**src/rtl/pipe_stage_skid.sv**
```systemverilog
// pipe_stage_skid: parametrised inter-stage pipeline register with a two-entry skid buffer.
// Carries NFIELDS packed WIDTH-bit fields (field 0 = instruction) with a valid/ready handshake.
// The buffer sustains one entry per cycle, in_ready is registered, and a synchronous flush loads a NOP.
//
// Optional feature: define PIPE_STAGE_PERF_EN to build the saturating stall/flush counters.
// Without it there are no counter flops and both counter ports read 0.
//
// Ports:
//   clk        in   rising-edge clock
//   clr        in   asynchronous active-high reset
//   in_valid   in   upstream presents in_data
//   in_ready   out  stage can accept in_data this cycle (registered)
//   in_data    in   NFIELDS*WIDTH payload, field k at [k*WIDTH +: WIDTH]
//   flush      in   synchronous squash of held and incoming entries
//   out_valid  out  out_data holds a live entry (registered)
//   out_ready  in   downstream consumes out_data this cycle
//   out_data   out  oldest held entry
//   stall_cnt  out  cycles with out_valid & !out_ready (saturating)
//   flush_cnt  out  flush cycles that discarded at least one valid entry (saturating)
module pipe_stage_skid #(
  parameter int unsigned           NFIELDS  = 5,
  parameter int unsigned           WIDTH    = 32,
  parameter logic [WIDTH-1:0]      NOP_INSN = '0,
  parameter int unsigned           CNT_W    = 16
) (
  input  logic                       clk,
  input  logic                       clr,
  input  logic                       in_valid,
  output logic                       in_ready,
  input  logic [NFIELDS*WIDTH-1:0]   in_data,
  input  logic                       flush,
  output logic                       out_valid,
  input  logic                       out_ready,
  output logic [NFIELDS*WIDTH-1:0]   out_data,
  output logic [CNT_W-1:0]           stall_cnt,
  output logic [CNT_W-1:0]           flush_cnt
);

  localparam int unsigned DW = NFIELDS * WIDTH;
  // Field 0 = NOP_INSN, all other fields zero.
  localparam logic [DW-1:0] NOP_WORD = DW'(NOP_INSN);

  typedef enum logic [1:0] {
    EMPTY = 2'd0,
    BUSY  = 2'd1,
    FULL  = 2'd2
  } state_t;

  state_t          state_q, state_d;
  logic [DW-1:0]   main_q, main_d;
  logic [DW-1:0]   skid_q, skid_d;
  logic            accept_c;
  logic            consume_c;

  // Handshake decodes use only registered signals, so in_ready has no path from out_ready.
  assign accept_c  = in_valid & in_ready;
  assign consume_c = out_valid & out_ready;
  assign out_data  = main_q;

  // State and data registers; in_ready/out_valid are flopped copies of the next-state decode.
  always_ff @(posedge clk or posedge clr) begin
    if (clr) begin
      state_q   <= EMPTY;
      main_q    <= NOP_WORD;
      skid_q    <= NOP_WORD;
      out_valid <= 1'b0;
      in_ready  <= 1'b1;
    end else begin
      state_q   <= state_d;
      main_q    <= main_d;
      skid_q    <= skid_d;
      out_valid <= (state_d != EMPTY);
      in_ready  <= (state_d != FULL);
    end
  end

  // Next state and data; emptied registers are reloaded with the NOP pattern so nothing stale shows.
  always_comb begin
    state_d = state_q;
    main_d  = main_q;
    skid_d  = skid_q;
    if (flush) begin
      state_d = EMPTY;
      main_d  = NOP_WORD;
      skid_d  = NOP_WORD;
    end else begin
      unique case (state_q)
        EMPTY: begin
          if (accept_c) begin
            state_d = BUSY;
            main_d  = in_data;
          end
        end
        BUSY: begin
          if (accept_c && consume_c) begin
            main_d = in_data;
          end else if (accept_c) begin
            state_d = FULL;
            skid_d  = in_data;
          end else if (consume_c) begin
            state_d = EMPTY;
            main_d  = NOP_WORD;
          end
        end
        FULL: begin
          if (consume_c) begin
            state_d = BUSY;
            main_d  = skid_q;
            skid_d  = NOP_WORD;
          end
        end
        default: begin
          state_d = EMPTY;
          main_d  = NOP_WORD;
          skid_d  = NOP_WORD;
        end
      endcase
    end
  end

`ifdef PIPE_STAGE_PERF_EN
  logic [CNT_W-1:0] stall_cnt_q;
  logic [CNT_W-1:0] flush_cnt_q;
  logic             stall_hit_c;
  logic             flush_hit_c;

  assign stall_hit_c = out_valid & ~out_ready;
  assign flush_hit_c = flush & ((state_q != EMPTY) | in_valid);

  // Saturating performance counters, cleared only by clr.
  always_ff @(posedge clk or posedge clr) begin
    if (clr) begin
      stall_cnt_q <= '0;
      flush_cnt_q <= '0;
    end else begin
      if (stall_hit_c && (stall_cnt_q != {CNT_W{1'b1}})) begin
        stall_cnt_q <= stall_cnt_q + CNT_W'(1);
      end
      if (flush_hit_c && (flush_cnt_q != {CNT_W{1'b1}})) begin
        flush_cnt_q <= flush_cnt_q + CNT_W'(1);
      end
    end
  end

  assign stall_cnt = stall_cnt_q;
  assign flush_cnt = flush_cnt_q;
`else
  assign stall_cnt = '0;
  assign flush_cnt = '0;
`endif

endmodule

```
**config.mk**
```make
export PLATFORM = sky130hd
export DESIGN_NAME = pipe_stage_skid
export DESIGN_NICKNAME = d
export VERILOG_FILES = /design/src/rtl/pipe_stage_skid.sv
export SDC_FILE = /design/constraint.sdc
export NUM_CORES = 1
export LEC_CHECK = 0
export BUFFER_PORTS_ARGS = -buffer_cell sky130_fd_sc_hd__buf_2
export CAP_MARGIN = 20
export CORE_UTILIZATION = 54
export DETAILED_ROUTE_END_ITERATION = 12
export GPL_ROUTABILITY_DRIVEN = 0
export PLACE_DENSITY = 0.87
export SLEW_MARGIN = 20
export SYNTH_ARGS = -nofsm -noshare
export SYNTH_HDL_FRONTEND = slang
export SYNTH_SLANG_ARGS = --single-unit
export TNS_END_PERCENT = 1
```
**constraint.sdc**
```tcl
create_clock -name clk -period 12.62 [get_ports clk]
set_input_delay 2.524 -clock clk [delete_from_list [all_inputs] [get_ports clk]]
set_output_delay 2.524 -clock clk [all_outputs]
set_load 0.02 [all_outputs]
```
==> Yosys cells after proc, flatten, opt, wreduce, memory -nomap -nowiden <==
Index checks and enable logic that the tools add are counted.
{ "word_totals": {"register_bits": 324, "out_inout_bits": 194, "word_cells": 39} }
{ "classes": {"bitwise": 2, "muxes": 17, "n_reduce_logical": 5, "eq_ne": 10} }
{ "ops": {"columns": ["operator", "count"], "rows": [
  ["2-to-1 mux 160 bit", 8],
  ["case mux 160 bit (3 select lines)", 2],
  ["2-to-1 mux 2 bit", 6],
  ["inequality test 3 bit, second input constant", 4],
  ["inequality test 4 bit, second input constant", 2],
  ["AND reduction 4 bit", 2],
  ["case mux 2 bit (3 select lines)", 1],
  ["inequality test 2 bit, second input constant", 2],
  ["bitwise AND 1 bit", 2],
  ["equality test 2 x 1 -> 1 bit, second input constant", 1],
  ["equality test 2 bit, second input constant", 1],
  ["logical NOT 2 bit", 1],
  ["nonzero test 2 bit", 1],
  ["logical AND 1 bit", 1]
]} }

==> Logic depth before layout (Yosys ltp) <==
{ "logic_depth": {"word_depth": 7, "mapped_depth": 7, "mapped_depth_nobuf": 4} }

==> Least setup slack after synthesis <==
OpenSTA, ideal clock, no wires.
{ "synth_path": {"path_type": "input to register", "startpoint": "input port flush", "endpoint": "register main_q[0] (netlist: out_data[0])", "setup_time_ps": 66, "t_required_ps": 12554, "cell_stages": 6, "path_buffers": 3, "t_arrival_ps": 3688, "path_slack_ps": 8867, "cell_sequence": "clkbuf_1 or3_1 o31ai_2 buf_6 buf_6 a22o_1"} }
{ "synth_via": {"elab_chain_cells": 2} }
{ "synth_lines": {"columns": ["item", "line", "text"], "rows": [
  ["start, declared", "31", "input logic flush,"],
  ["inequality test 4 bit (no line) / inequality test 3 bit (equally long branches)", null, null],
  ["AND reduction 4 bit (no line)", null, null],
  ["end signal, assigned", "70", "main_q <= main_d;"],
  ["end, declared", "50", "logic [DW-1:0] main_q, main_d;"]
]} }
Several ways; a longest one is shown, not always the timed one.
A chain may end at the register's enable or synchronous reset.

==> Final worst setup path <==
{ "layout_path": {"startpoint": "input port out_ready", "endpoint": "register skid_q[37]"} }
{ "layout_via": {"elab_chain_cells": 4} }
{ "layout_lines": {"columns": ["item", "line", "text"], "rows": [
  ["start, declared", "33", "input logic out_ready,"],
  ["bitwise AND 1 bit (*)", "57", "assign consume_c = out_valid & out_ready;"],
  ["logical AND 1 bit", "95", "if (accept_c && consume_c) begin"],
  ["inequality test 3 bit (no line)", null, null],
  ["AND reduction 4 bit (no line) (*)", null, null],
  ["end signal, assigned", "71", "skid_q <= skid_d;"],
  ["end, declared", "51", "logic [DW-1:0] skid_q, skid_d;"]
]} }
Every way passes the cells marked *; elsewhere a longest branch is shown, timed or not.

==> impl_metrics.py <==
metrics = {
    "grt": {
        "globalRouteTotalUtil": 0.277,
        "via_count_of_the_first_global_routing_pass": 11900,
        "grt_overflow": 0,
        "grt_pass1_wl_um": 63400,
        "largest_net_degree_at_the_start_of_global_routing": 113,
        "antenna_violations_before_repair": 11,
    },
    "synth": {
        "ff_latch_count_synth": 324,
        "synthSimpleGateAreaFrac": 0.00734,
        "synthesis.area_sq_mm": 0.0150,
        "number_of_enable_flip_flop_cells_after_synthesis": 0,
        "yosys.area_share.xor_xnor": 0.000584,
        "syn_area_per_cell_sq_um": 13.0,
        "post_synth_num_cell_types": 30,
        "compound_gate_fraction_of_synth_area": 0.286,
        "synthFlopType": "sky130_fd_sc_hd__dfrtp_1",
        "share_of_cell_area_taken_by_muxes_after_synthesis": 0.106,
        "yosysWarningCount": 0,
        "synthesis.instances": 1152,
        "post_synth_fa_ha_maj_area_fraction": 0,
        "synth_top_area_frac": 0.539,
        "synth_top_cell_by_area": "sky130_fd_sc_hd__dfrtp_1",
        "async_flop_share": 1.00,
        "ys_seq_area_frac": 0.541,
        "synth_area_leaders": "sky130_fd_sc_hd__dfrtp_1 (54%), sky130_fd_sc_hd__a22o_1 (19%), sky130_fd_sc_hd__mux2i_1 (11%)",
        "synth_top_family_by_area": "compound AO/OA/AOI/OAI gates",
    },
    "clocking": {
        "tritoncts": "yes",
        "holdBufCountCts": 0,
        "clkSlewWorstSetupHoldPaths_ps": 60,
        "ctsRootBufferMaster": "sky130_fd_sc_hd__clkbuf_16",
        "h-tree-depth": 2,
        "clock_path_buffers": 3,
        "cts_made_buffers": 35,
        "cts_repair_resize_count": 0,
        "clock_sinks": 324,
        "post_cts_buffers": 0,
        "insertion_delay_ps": 510,
    },
    "pwr": {
        "switchingPower_uw": 765,
        "power.leakage_uw": 0.00849,
        "p_int_uw": 1910,
        "power-per-cell-area_mw_per_mm2": 151,
        "clockPowerShare": 0.392,
        "seq_power_share": 0.436,
        "power.share.combinational": 0.172,
        "ir_worst_vdd_mv": 0.106,
        "sw_frac_of_total": 0.286,
    },
    "detailed_routing": {
        "drt_first_pass_iters": 5,
        "route.detailed.wl_per_inst_um": 22.1,
        "drt_iter0_markers": 1090,
        "detail_route.drc_violations": 0,
        "vias_per_cell": 6.37,
        "routed-via-count": 11500,
        "drtAntennaViolNets": 0,
        "drt_wl_total_um": 40100,
    },
    "worst_hold_path": {
        "worst_hold_path_type": "reg -> reg",
    },
    "timing": {
        "fin_tns_setup_ps": 0,
        "skew_ps": 15.3,
        "grt_setup_unrepaired": "no",
        "finalHoldViolations": 0,
        "timing.final.setup_violations": 0,
        "fin_hold_ws_ps": 498,
        "min_period_ps": 4450,
        "max_clock_freq_ghz": 0.225,
        "worst_pin_slew_ps": 1150,
        "fin_crit_share": 0.352,
        "setup_slack_after_layout_ps": 8170,
        "worst_slew_margin": 0.232,
        "timing_max_transition_violations_final": 0,
    },
    "status": {
        "outcome": "finished, final reports clean",
    },
    "place": {
        "detailed_place.area_sq_mm": 0.0165,
        "place_worst_setup_slack_ps": 7520,
        "dp_hpwl_um": 23200,
        "port_buffers": 326,
        "post-place-cells": 1743,
    },
    "layout": {
        "final.fill_count": 1996,
        "post_layout_nonfiller_instances": 1813,
        "multi_input_area_sq_mm": 0.00615,
        "finish.net_count": 1574,
        "area_growth_pct": 18.4,
        "drive_gt1_frac": 0.288,
        "stdcell_area_sq_mm": 0.0177,
        "regArea_sq_mm": 0.00812,
    },
    "critical_path": {
        "critPathMaxFanout": 70,
        "timing_worst_setup_path_type": "in -> reg",
        "timing.critical_path.arrival_ps": 4880,
        "cp_data_required_time_ps": 13060,
        "timing.critical_path.from_type": "primary input",
        "worstSetupEndpointType": "flop",
    },
    "run": {
        "max_cap_viol_count": 0,
    },
    "floorplan": {
        "pin_count": 359,
        "full_die_area_sq_mm": 0.0284,
        "std_cell_rows": 60,
        "dieHeight_um": 169,
        "x_dimension_of_the_die_um": 169,
        "floorplan.initialDensity": 0.553,
        "core_area_sq_mm": 0.0271,
    },
}
-- metrics by stage --
step	total power (uW)	utilization
final	2680	0.655
after global routing	2780	0.655
after CTS	2690	0.653
after detailed placement	1640	0.610
after global placement	1620	0.610
after floorplan	1490	-
-- synth_stat cells, types with 2 or more instances --
cell	n
sky130_fd_sc_hd__dfrtp_1	323
sky130_fd_sc_hd__a22o_1	320
sky130_fd_sc_hd__o2bb2ai_1	160
sky130_fd_sc_hd__mux2i_1	159
sky130_fd_sc_hd__buf_2	69
sky130_fd_sc_hd__clkbuf_1	43
sky130_fd_sc_hd__buf_4	32
sky130_fd_sc_hd__buf_6	11
sky130_fd_sc_hd__nand2_1	5
sky130_fd_sc_hd__a21oi_1	4
sky130_fd_sc_hd__nor2_1	4
sky130_fd_sc_hd__inv_1	3
sky130_fd_sc_hd__nand2b_1	2
-- cell type report --
class	instances	area share
Clock inverter	15	0.0102
Antenna cell	10	0.00141
Clock buffer	44	0.0559
Sequential cell	324	0.457
Tap cell	372	0.0262
Inverter	3	0.00106
Timing Repair Buffer	345	0.101
Multi-Input combinational cell	700	0.347
-- state kept, by name, indices dropped and copies added (netlist names) --
| name | flops |
|---|---|
| in_ready | 1 |
| out_data | 160 |
| out_valid | 1 |
| skid_q | 160 |
| state_q | 2 |
-- final timing paths --
| kind | startpoint | endpoint | slack, ps | cells after the start |
|---|---|---|---|---|
| worst max-delay path | out_ready | skid_q[37]$_DFFE_PP0P_ | 8170 | 7 |
| max in group asynchronous | clr | out_data[54]$_DFFE_PP0P_ | 8500 | 5 |
| worst min register to register | out_data[105]$_DFFE_PP0P_ | out_data[105]$_DFFE_PP0P_ | 500 | 1 |
| worst min-delay path | out_data[105]$_DFFE_PP0P_ | out_data[105]$_DFFE_PP0P_ | 500 | 1 |
| worst max register to register | state_q[1]$_DFF_PP0_ | out_data[37]$_DFFE_PP0P_ | 8830 | 5 |
| min in group asynchronous | clr | out_data[119]$_DFFE_PP0P_ | 2150 | 2 |
-- cells in the final DEF (no fill, tap or decap), types with 2 or more instances in the layout --
cell	n
sky130_fd_sc_hd__a22o_1	320
sky130_fd_sc_hd__dfrtp_1	321
sky130_fd_sc_hd__buf_2	326
sky130_fd_sc_hd__dfrtp_4	2
sky130_fd_sc_hd__nand2b_1	2
sky130_fd_sc_hd__clkinv_2	9
sky130_fd_sc_hd__bufinv_16	4
sky130_fd_sc_hd__diode_2	10
sky130_fd_sc_hd__mux2i_1	159
sky130_fd_sc_hd__conb_1	32
sky130_fd_sc_hd__a21oi_1	3
sky130_fd_sc_hd__clkbuf_1	3
sky130_fd_sc_hd__nor2_4	3
sky130_fd_sc_hd__inv_1	2
sky130_fd_sc_hd__clkbuf_16	37
sky130_fd_sc_hd__nor2_1	2
sky130_fd_sc_hd__buf_4	18
sky130_fd_sc_hd__clkbuf_8	4
sky130_fd_sc_hd__o2bb2ai_1	160
sky130_fd_sc_hd__nand2_1	5
-- power groups by stage --
| stage | combinational, uW | sequential [uW] | clock [uW] |
|---|---|---|---|
| finish | 460 | 1170 | 1050 |
| detailed placement | 457 | 1180 | 0 |
| CTS | 459 | 1170 | 1060 |
| global placement | 444 | 1180 | 0 |
| floorplan | 265 | 1220 | 0 |
| global route | 494 | 1170 | 1110 |
-- kinds of logic after synthesis --
group                     Yosys count
AOI/OAI and AO/OA                 491
xor gates and xnor gates            1
buffers and inverters             159
DFF                               324
muxes                             159
other                               1
and+or+nand+nor                    17
-- routing by layer --
| layer | global-route usage | vias to the layer above | wire length (um) |
|---|---|---|---|
| li1 | - | 5016 | - |
| met1 | 0.367 | 5927 | 16700 |
| met2 | 0.445 | 498 | 19200 |
| met3 | 0.0486 | 104 | 2440 |
| met4 | 0.136 | 2 | 1710 |
| met5 | 0 | - | 10 |
-- critical path: stages --
cell	delay, ps
sky130_fd_sc_hd__buf_2	100
sky130_fd_sc_hd__nand2_1	290
sky130_fd_sc_hd__nand2_1	190
sky130_fd_sc_hd__nor3_4	180
sky130_fd_sc_hd__buf_4	680
sky130_fd_sc_hd__buf_4	620
sky130_fd_sc_hd__a22o_1	240
No activity file was read; power rests on OpenSTA's default activity.
